[src/rtl/mem_port_arbiter.sv]
// mem_port_arbiter: shares one single-port unified memory between the fetch
// (IF) and data (MEM) ports. Each access is held for WAIT_STATES+1 cycles and
// is followed by a one-cycle completion pulse. Data normally has priority.
// Optional build macro MEM_ARB_FAIR_EN adds a starve counter that forces a
// fetch grant after MAX_STARVE consecutive data grants made while fetch waited.
module mem_port_arbiter #(
  parameter int unsigned WAIT_STATES = 1,
  parameter int unsigned MAX_STARVE  = 2
) (
  input  logic        clk,
  input  logic        reset,
  input  logic        if_req,
  input  logic [31:0] if_addr,
  output logic [31:0] if_rdata,
  output logic        if_valid,
  input  logic        dm_req,
  input  logic        dm_we,
  input  logic [31:0] dm_addr,
  input  logic [31:0] dm_wdata,
  output logic [31:0] dm_rdata,
  output logic        dm_valid,
  output logic        mem_en,
  output logic        mem_we,
  output logic [31:0] mem_addr,
  output logic [31:0] mem_wdata,
  input  logic [31:0] mem_rdata,
  output logic        stall_f,
  output logic        stall_m
);

  localparam int unsigned CNT_W = 4;

  typedef enum logic [2:0] {
    IDLE   = 3'd0,
    ACC_I  = 3'd1,
    ACC_D  = 3'd2,
    RESP_I = 3'd3,
    RESP_D = 3'd4
  } state_t;

  state_t           state_q;
  logic [CNT_W-1:0] cnt_q;
  logic             we_q;
  logic             mem_en_q;
  logic             mem_we_q;
  logic [31:0]      mem_addr_q;
  logic [31:0]      mem_wdata_q;
  logic [31:0]      if_rdata_q;
  logic [31:0]      dm_rdata_q;
  logic             if_valid_q;
  logic             dm_valid_q;

  logic             gnt_i_d;
  logic             gnt_d_d;
  logic             last_d;
  logic             we_next_d;
  logic             starved_d;

`ifdef MEM_ARB_FAIR_EN
  localparam int unsigned SCNT_W = (MAX_STARVE > 0) ? $clog2(MAX_STARVE + 1) : 1;

  logic [SCNT_W-1:0] scnt_q;

  assign starved_d = (scnt_q == SCNT_W'(MAX_STARVE));

  // Starve counter: counts data grants taken while fetch was waiting.
  always_ff @(posedge clk or posedge reset) begin
    if (reset) begin
      scnt_q <= '0;
    end else if (state_q == IDLE) begin
      if (gnt_i_d) begin
        scnt_q <= '0;
      end else if (gnt_d_d && if_req) begin
        scnt_q <= scnt_q + SCNT_W'(1);
      end
    end
  end
`else
  assign starved_d = 1'b0;
`endif

  // Grant decision in IDLE: data wins unless fetch has been starved.
  assign gnt_i_d   = if_req & (~dm_req | starved_d);
  assign gnt_d_d   = dm_req & ~gnt_i_d;
  assign last_d    = (cnt_q == CNT_W'(WAIT_STATES));
  assign we_next_d = (CNT_W'(cnt_q + CNT_W'(1)) == CNT_W'(WAIT_STATES));

  // Arbiter FSM with all memory-side and response outputs registered.
  always_ff @(posedge clk or posedge reset) begin
    if (reset) begin
      state_q     <= IDLE;
      cnt_q       <= '0;
      we_q        <= 1'b0;
      mem_en_q    <= 1'b0;
      mem_we_q    <= 1'b0;
      mem_addr_q  <= '0;
      mem_wdata_q <= '0;
      if_rdata_q  <= '0;
      dm_rdata_q  <= '0;
      if_valid_q  <= 1'b0;
      dm_valid_q  <= 1'b0;
    end else begin
      case (state_q)
        IDLE: begin
          cnt_q <= '0;
          if (gnt_d_d) begin
            state_q     <= ACC_D;
            we_q        <= dm_we;
            mem_en_q    <= 1'b1;
            mem_we_q    <= dm_we & (CNT_W'(WAIT_STATES) == '0);
            mem_addr_q  <= dm_addr;
            mem_wdata_q <= dm_wdata;
          end else if (gnt_i_d) begin
            state_q    <= ACC_I;
            we_q       <= 1'b0;
            mem_en_q   <= 1'b1;
            mem_we_q   <= 1'b0;
            mem_addr_q <= if_addr;
          end
        end
        ACC_I, ACC_D: begin
          if (last_d) begin
            mem_en_q <= 1'b0;
            mem_we_q <= 1'b0;
            cnt_q    <= '0;
            if (state_q == ACC_I) begin
              if_rdata_q <= mem_rdata;
              if_valid_q <= 1'b1;
              state_q    <= RESP_I;
            end else begin
              if (!we_q) begin
                dm_rdata_q <= mem_rdata;
              end
              dm_valid_q <= 1'b1;
              state_q    <= RESP_D;
            end
          end else begin
            cnt_q    <= cnt_q + CNT_W'(1);
            mem_we_q <= (state_q == ACC_D) & we_q & we_next_d;
          end
        end
        RESP_I, RESP_D: begin
          if_valid_q <= 1'b0;
          dm_valid_q <= 1'b0;
          state_q    <= IDLE;
        end
        default: begin
          state_q <= IDLE;
        end
      endcase
    end
  end

  assign if_rdata  = if_rdata_q;
  assign if_valid  = if_valid_q;
  assign dm_rdata  = dm_rdata_q;
  assign dm_valid  = dm_valid_q;
  assign mem_en    = mem_en_q;
  assign mem_we    = mem_we_q;
  assign mem_addr  = mem_addr_q;
  assign mem_wdata = mem_wdata_q;

  // Stalls go straight to hazard logic, unregistered.
  assign stall_f = if_req & ~if_valid_q;
  assign stall_m = dm_req & ~dm_valid_q;

endmodule
[config.mk]
export PLATFORM = sky130hd
export DESIGN_NAME = mem_port_arbiter
export DESIGN_NICKNAME = d
export VERILOG_FILES = /design/src/rtl/mem_port_arbiter.sv
export SDC_FILE = /design/constraint.sdc
export NUM_CORES = 1
export LEC_CHECK = 0
export ABC_AREA = 1
export CAP_MARGIN = 0
export CORE_AREA = 3 3 119 121
export DETAILED_ROUTE_END_ITERATION = 12
export DIE_AREA = 0 0 122 124
export MAX_ROUTING_LAYER = met4
export PLACE_DENSITY = 0.85
export SYNTH_ARGS = -nofsm -noshare
export SYNTH_HDL_FRONTEND = slang
export SYNTH_SLANG_ARGS = --single-unit
[constraint.sdc]
create_clock -name clk -period 7.5 [get_ports clk]
set_input_delay 0.75 -clock clk [delete_from_list [all_inputs] [get_ports clk]]
set_output_delay 0.75 -clock clk [all_outputs]
set_load 0.05 [all_outputs]
## Word-level counts from Yosys, hierarchy flattened

Index checks and enable logic that the tools add are counted.

| storage, ports and cells | value |
|---|---|
| input bits | 133 |
| bits in read-only memories | 0 |
| output and inout bits | 134 |
| register bits | 140 |
| memories | 0 |
| logic and storage cells | 73 |
| latch bits | 0 |
| bits in writable memories | 0 |

| operators by class | value |
|---|---|
| bitwise gates (word level) | 12 |
| add/sub/neg operators | 1 |
| shift-type cells | 0 |
| multiplexer cells | 24 |
| equal/unequal tests | 10 |
| div/mod/pow operators | 0 |
| order comparisons | 0 |
| reduce and logical (&&, ||, !) cells | 15 |
| $mul | 0 |

Operators with widths:

| kind | number |
|---|---|
| 32-bit two-way mux | 2 |
| 3-bit two-way mux | 4 |
| 3-bit AND reduction | 4 |
| 1-bit two-way mux | 11 |
| 4-bit by 1-bit == test with 1-bit output (second input constant) | 2 |
| 1-bit one-hot mux with 2 select lines | 4 |
| 4-bit one-hot mux with 2 select lines | 1 |
| 2-bit AND reduction | 4 |
| 1-bit bitwise AND | 6 |
| 3-bit by 2-bit == test with 1-bit output (second input constant) | 2 |
| 2-bit inequality test (second input constant) | 3 |
| 1-bit inverter | 6 |
| 3-bit one-hot mux with 2 select lines | 1 |
| 2-bit nonzero test | 3 |
| 4-bit by 1-bit adder with 4-bit output (second input constant) | 1 |
| 4-bit two-way mux | 1 |
| 4-bit AND reduction | 1 |
| 2-bit OR reduction | 2 |
| 3-bit by 1-bit == test with 1-bit output (second input constant) | 1 |
| 3-bit == test (second input constant) | 1 |
| 3-bit logical NOT | 1 |
| 3-bit inequality test (second input constant) | 1 |

## Logic depth before layout (Yosys ltp)

Gate-level depths: netlist of run 1.

| depth | value |
|---|---|
| word-level depth | 6 |
| mapped depth | 9 |
| depth with buffers taken out | 7 |

## Worst setup path before layout of run 1

Ideal clock, no wire load.

| path | value |
|---|---|
| path kind | input-to-output |
| start | input port dm_req |
| end | output port stall_m |
| required time | 6.750 ns |
| cell stages on the path | 4 |
| setup slack | 4.935 ns |
| buffers on the path | 2 |
| data arrival time | 1.815 ns |
| cells stage by stage | buf_2 -> inv_2 -> buf_1 -> nor2_1 |

| on the way | value |
|---|---|
| longest elaborated chain between the ends | 1 |

Ends and longest elaborated chain:

| what | RTL line | RTL |
|---|---|---|
| from (decl) | 16 | `input logic dm_req,` |
| 1-bit bitwise AND | 165 | `assign stall_m = dm_req & ~dm_valid_q;` |
| to (decl) | 28 | `output logic stall_m` |

Every way passes these cells.

## Worst setup path after layout of run 1

Ends and elaborated chain as after synthesis.

==> flow_metrics.env, run 1 <==
export IMPL_hold_bufs_inserted_after_cts=0
export IMPL_number_of_setup_violations_in_the_final_report=0
export IMPL_die_area_um2=15100
export IMPL_total_power_mw=4.98
export IMPL_synth_seq_area_share_pct=59.3
export IMPL_layout_overhead_on_the_synthesized_area_pct=57.0
export IMPL_layout_cell_area_excl_fill_um2=9280
export IMPL_routed_wire_length_per_instance_um=14.2
export IMPL_antenna_left=0
export IMPL_synthDominantCellAreaShare_pct=59.3
export IMPL_grt_setup_unrepaired="false"
export IMPL_power_density_nw_per_um2=537
export IMPL_initial_core_util_pct=44.8
export IMPL_maximum_fanout_along_the_worst_path=69
export IMPL_grt_usage_pct=22.1
export IMPL_fp_coreArea_um2=13200
export IMPL_clk_latency_ns=0.41
export IMPL_clockPowerShare_pct=18.0
export IMPL_seq_area_um2=3500
export IMPL_synthMostInstantiatedCell="sky130_fd_sc_hd__nand2_1"
export IMPL_number_of_enable_flip_flop_cells_after_synthesis=0
export IMPL_final_min_clock_period_ns=3.64
export IMPL_grt_pass1_wl_um=25300
export IMPL_slew_headroom_pct=29.1
export IMPL_crit_reg2reg_capture="mem_wdata[30]$_DFFE_PP0N_"
export IMPL_first_global_vias=5252
export IMPL_globalRouteOverflowTotal=0
export IMPL_max_cap_violations=0
export IMPL_yosys_register_bits=140
export IMPL_rrSetupSlack_ns=5.02
export IMPL_detailedPlace_worstSlack_ns=3.90
export IMPL_combined_area_of_the_multi_input_logic_cells_um2=2040
export IMPL_post_dp_cell_area_um2=8640
export IMPL_crit_type="input port to primary output"
export IMPL_cts_buffer_depth=2
export IMPL_power_share_switching_pct=48.1
export IMPL_synthesis_nets=841
export IMPL_antenna_found_initial=0
export IMPL_cts_sinks=140
export IMPL_yosys_warnings=0
export IMPL_pin_count_of_the_biggest_net_entering_global_routing=80
export IMPL_layout_nets=1093
export IMPL_total_switching_power_mw=2.40
export IMPL_clk_pin_slew_ns=0.05
export IMPL_drt_first_iter_violations=350
export IMPL_cts_htree_levels=4
export IMPL_timing_final_crit_share_pct=48.5
export IMPL_synth_top_cells_by_area="sky130_fd_sc_hd__dfrtp_1 59%, sky130_fd_sc_hd__nand2_1 22%, sky130_fd_sc_hd__o21ai_1 4.7%, sky130_fd_sc_hd__nand3_1 3.5%, sky130_fd_sc_hd__inv_1 2.9%"
export IMPL_post_cts_setup_buffer_count=0
export IMPL_timing_max_transition_violations_final=0
export IMPL_place_detailed_hpwl_um=11300
export IMPL_whs_endpoint="mem_en$_DFFE_PP0P_"
export IMPL_synthFlopType="sky130_fd_sc_hd__dfrtp_1"
export IMPL_via_count=5432
export IMPL_ir_drop_uv=267
export IMPL_drt_vias_per_instance=4.74
export IMPL_timing_fmax_mhz=275
export IMPL_port_buffers=266
export IMPL_row_count=42
export IMPL_timing_critical_path_required_ns=6.75
export IMPL_worst_ep_arrival_time_ns=2.89
export IMPL_synth_area_leader_cell="sky130_fd_sc_hd__dfrtp_1"
export IMPL_worst_r2r_path_depth=6
export IMPL_place_congestion=0.819
export IMPL_holdPathStages=2
export IMPL_ios=267
export IMPL_timing_critical_path_from_type="input port"
export IMPL_endpoint_class_of_the_critical_path="primary output"
export IMPL_share_seq_of_total_power_pct=26.7
export IMPL_drive_above_1_share_pct=5.16
export IMPL_timing_worst_slew_pin_value_ns=1.06
export IMPL_regToRegStartpoint="state_q[0]$_DFFE_PP0P_"
export IMPL_fin_tns_setup_ns=0
export IMPL_die_height_um=124
export IMPL_netlist_instances=705
export IMPL_post_synthesis_mean_instance_area_um2=8.38
export IMPL_status="complete, no violations"
export IMPL_drt_pass1_iterations=5
export IMPL_syn_cell_area_um2=5910
export IMPL_intPower_mw=2.59
export IMPL_die_width_um=122
export IMPL_drcViolationCount=0
export IMPL_ys_types=24
export IMPL_cts_resized_gates=0
export IMPL_clockRootBuffer="sky130_fd_sc_hd__clkbuf_16"
export IMPL_detail_route_wirelength_um=16200
export IMPL_setup_slack_ns=3.86
export IMPL_timing_hold_worst_class="flip-flop to flip-flop"
export IMPL_hold_path_startpoint="mem_en$_DFFE_PP0P_"
export IMPL_fillCellCount=1023
export IMPL_comb_power_share_pct=55.3
export IMPL_cts_tree="built"
export IMPL_antenna_cells_inserted=0
export IMPL_cts_inserted_buffers=17
export IMPL_leakagePower_nw=4.62
export IMPL_synth_top_cells_by_count="346 x sky130_fd_sc_hd__nand2_1, 140 x sky130_fd_sc_hd__dfrtp_1, 56 x sky130_fd_sc_hd__o21ai_1, 46 x sky130_fd_sc_hd__inv_1, 41 x sky130_fd_sc_hd__nand3_1"
export IMPL_worst_clock_skew_ns=0.00608
export IMPL_final_hold_violation_count=0
export IMPL_asyncSetResetFlopFracSynth_pct=100
[cell type report]
type / instances / share of cell area, %
repair buffers: 269 / 28.9
inverters: 50 / 2.08
flip-flops and latches: 140 / 37.7
clock buffers: 25 / 5.55
well taps: 176 / 2.37
multi-input cells: 479 / 22.0
clock inverters: 6 / 1.40
[logic make-up after synthesis]
logic type / after synthesis / synth area share (%)
xor gates and xnor gates: 2 / 0.296
DFF: 140 / 59.3
buffers and inverters: 86 / 6.27
adders and majority gates: 3 / 0.635
and+or+nand+nor: 400 / 26.7
AOI/OAI and AO/OA: 74 / 6.84
[metrics by stage]
| step | util [%] | cells | hold slack (ns) |
|---|---|---|---|
| 2_1_floorplan | - | 705 | 0.531 |
| 3_3_place_gp | 65.5 | 1114 | 0.453 |
| 3_5_place_dp | 65.5 | 1114 | 0.457 |
| 4_1_cts | 70.4 | 1145 | 0.471 |
| 5_1_grt | 70.4 | 1145 | 0.483 |
| 6_report | 70.4 | 1145 | 0.467 |
[layer usage]
| layer | share of wire [%] | wire length (µm) | GRT usage, % | up-vias |
|---|---|---|---|---|
| met5 | 0 | 0 | - | - |
| met1 | 40 | 6490 | 25.7 | 2478 |
| li1 | - | - | - | 2695 |
| met2 | 50 | 8140 | 36.7 | 227 |
| met4 | 2.4 | 393 | 9.31 | 0 |
| met3 | 7.3 | 1190 | 5.59 | 32 |
[sequential cells by signal, indices dropped and copies added, names as in the netlist]
register   cells
dm_rdata      32
mem_en         1
mem_wdata     32
mem_addr      32
if_valid       1
state_q        3
cnt_q          4
mem_we         1
dm_valid       1
we_q           1
if_rdata      32
[power by group through the flow]
stage	clock (mW)	sequential, mW	combinational (mW)
3_5_place_dp	0	1.33	2.77
4_1_cts	0.915	1.33	2.78
2_1_floorplan	0	2.52	0.627
5_1_grt	0.952	1.37	2.93
6_report	0.897	1.33	2.75
3_3_place_gp	0	1.32	2.73
[worst max path at each step]
stage,start,end,slack [ns],depth (start not counted)
4_1_cts,dm_req,stall_m,3.88,5
3_5_place_dp,dm_req,stall_m,3.90,5
5_1_grt,dm_req,stall_m,3.73,5
2_1_floorplan,reset,cnt_q[0]$_DFFE_PP0P_,3.00,1
6_report,dm_req,stall_m,3.86,5
3_3_place_gp,dm_req,stall_m,3.90,5
[worst max-delay path, stage by stage]
cell	delay, ns
sky130_fd_sc_hd__buf_2	0.08
sky130_fd_sc_hd__buf_4	0.55
sky130_fd_sc_hd__inv_2	0.46
sky130_fd_sc_hd__nor2_1	0.19
sky130_fd_sc_hd__clkdlybuf4s50_1	0.83
[placed cells by master, fill, tap and decap left out, drive strengths merged, types with 3 or more instances in the layout]
cell	n
nor2	9
buf	4
dfrtp	140
nand2	349
a21oi	3
clkdlybuf4s50	265
inv	50
ha	3
nand3	41
o21ai	69
bufinv	4
clkbuf	25
Power figures use the tool's default switching activity.
==> run 2: changes to the inputs <==
- CORE_AREA: 3 3 119 121 -> 3 3 129 131
- DIE_AREA: 0 0 122 124 -> 0 0 132 134
- PLACE_DENSITY: 0.85 -> 0.76
- clock period: 7.5 -> 3.3 ns (I/O delays scaled with it)
==> flow_metrics.env, run 2 (synthesis gave the netlist of run 1 again) <==
export IMPL_hold_bufs_inserted_after_cts=0
export IMPL_path_buf_inv=3
export IMPL_fp_coreArea_um2=15700
export IMPL_antenna_left=0
export IMPL_endpoint_class_of_the_critical_path="primary output"
export IMPL_final_hold_violation_count=0
export IMPL_layout_nets=1099
export IMPL_grt_pass1_wl_um=26900
export IMPL_timing_fmax_mhz=440
export IMPL_timing_critical_path_required_ns=2.97
export IMPL_clk_pin_slew_ns=0.06
export IMPL_die_width_um=132
export IMPL_place_congestion=0.825
export IMPL_status="complete, no violations"
export IMPL_cts_inserted_buffers=17
export IMPL_mostFrequentLayoutCell="sky130_fd_sc_hd__nand2_1"
export IMPL_timing_final_crit_share_pct=68.9
export IMPL_antenna_found_initial=0
export IMPL_crit_type="input port to primary output"
export IMPL_fin_tns_setup_ns=0
export IMPL_hold_ws_ns=0.324
export IMPL_drt_first_iter_violations=337
export IMPL_rrSetupSlack_ns=1.44
export IMPL_initial_core_util_pct=37.6
export IMPL_dpl_cell_count=1160
export IMPL_post_dp_cell_area_um2=8740
export IMPL_globalRouteOverflowTotal=0
export IMPL_timing_critical_path_from_type="input port"
export IMPL_number_of_setup_violations_in_the_final_report=0
export IMPL_clk_latency_ns=0.42
export IMPL_drt_vias_per_instance=4.53
export IMPL_drive_above_1_share_pct=6.05
export IMPL_worst_clock_skew_ns=0.00897
export IMPL_antenna_cells_inserted=0
export IMPL_slew_headroom_pct=55.2
export IMPL_critPathMaxStageDelay_ns=0.81
export IMPL_timing_max_transition_violations_final=0
export IMPL_power_density_nw_per_um2=1200
export IMPL_cts_tree="built"
export IMPL_final_min_clock_period_ns=2.27
export IMPL_layout_overhead_on_the_synthesized_area_pct=58.4
export IMPL_first_global_vias=5288
export IMPL_cts_buffer_depth=2
export IMPL_timing_hold_worst_class="input port to asynchronous set/reset pin"
export IMPL_worst_ep_arrival_time_ns=1.94
export IMPL_detail_route_wirelength_um=17000
export IMPL_place_detailed_hpwl_um=12400
export IMPL_cts_htree_levels=4
export IMPL_path_delay_family="buffers and inverters"
export IMPL_clockRootBuffer="sky130_fd_sc_hd__clkbuf_16"
export IMPL_final_core_util_pct=59.6
export IMPL_row_count=46
export IMPL_max_cap_violations=0
export IMPL_post_cts_setup_buffer_count=0
export IMPL_die_height_um=134
export IMPL_drt_pass1_iterations=4
export IMPL_ir_drop_uv=510
export IMPL_critPathSlowestCell="sky130_fd_sc_hd__clkdlybuf4s50_1"
export IMPL_worst_path_most_repeated_cell="sky130_fd_sc_hd__clkdlybuf4s50_1"
export IMPL_final_cells=1192
export IMPL_fillCellCount=1397
export IMPL_leakagePower_nw=4.62
export IMPL_die_area_um2=17700
export IMPL_maximum_fanout_along_the_worst_path=3
export IMPL_ios=267
export IMPL_cts_sinks=140
export IMPL_port_buffers=266
export IMPL_drcViolationCount=0
export IMPL_layout_cell_area_excl_fill_um2=9370
export IMPL_grt_usage_pct=19.8
export IMPL_pin_count_of_the_biggest_net_entering_global_routing=77
export IMPL_routed_wire_length_per_instance_um=14.3
export IMPL_via_count=5402
export IMPL_most_common_layout_cells="345 x sky130_fd_sc_hd__nand2_1, 265 x sky130_fd_sc_hd__clkdlybuf4s50_1, 140 x sky130_fd_sc_hd__dfrtp_1"
export IMPL_timing_worst_slew_pin_value_ns=0.672
export IMPL_grt_setup_unrepaired="false"
export IMPL_cts_resized_gates=0
export IMPL_path_cells="clkdlybuf4s50_1 > inv_1 > nor2_1 > clkdlybuf4s50_1"
## run 2: layout make-up
cell class                      count  area [µm²]  share of cell area, %
Sequential cell                   140        3500                   37.4
Timing Repair Buffer              275        2740                   29.2
Multi-Input combinational cell    479        2040                   21.8
Clock buffer                       18         439                   4.69
Tap cell                          216         270                   2.89
Inverter                           50         191                   2.04
Clock inverter                     14         184                   1.96
## run 2: final timing paths
kind | from | endpoint | cells past startpoint
setup / recovery | if_req | stall_f | 4
hold / removal | reset | if_rdata[18]$_DFFE_PP0P_ | 2
setup reg to reg | cnt_q[0]$_DFFE_PP0P_ | if_rdata[31]$_DFFE_PP0P_ | 7
hold reg to reg | mem_wdata[23]$_DFFE_PP0N_ | mem_wdata[23]$_DFFE_PP0N_ | 2
max in group asynchronous | reset | if_rdata[10]$_DFFE_PP0P_ | 3
min in group clk | dm_req | mem_addr[19]$_DFFE_PP0P_ | 6
## run 2: per-layer routing
layer | part of all wire, % | track usage (%) | up-vias | wire length, µm
met3 | 8.0 | 6.04 | 23 | 1360
met1 | 42 | 23.7 | 2448 | 7190
met4 | 1.8 | 6.36 | 0 | 300
met2 | 48 | 32.2 | 224 | 8160
li1 | - | - | 2707 | -
met5 | 0 | - | - | 0
## run 2: report_power, final
group	switching [mW]	total, mW	internal [mW]
combinational	4.31	6.29	1.97
sequential	0.464	3.01	2.54
clock	0.763	1.99	1.23
## run 2: through the flow
step                      setup slack (ns)  power, mW
after floorplan                       1.22       7.14
after global placement                1.03       9.27
after detailed placement              1.01       9.37
after CTS                             1.01       11.4
after global routing                 0.987       11.9
final                                 1.03       11.3
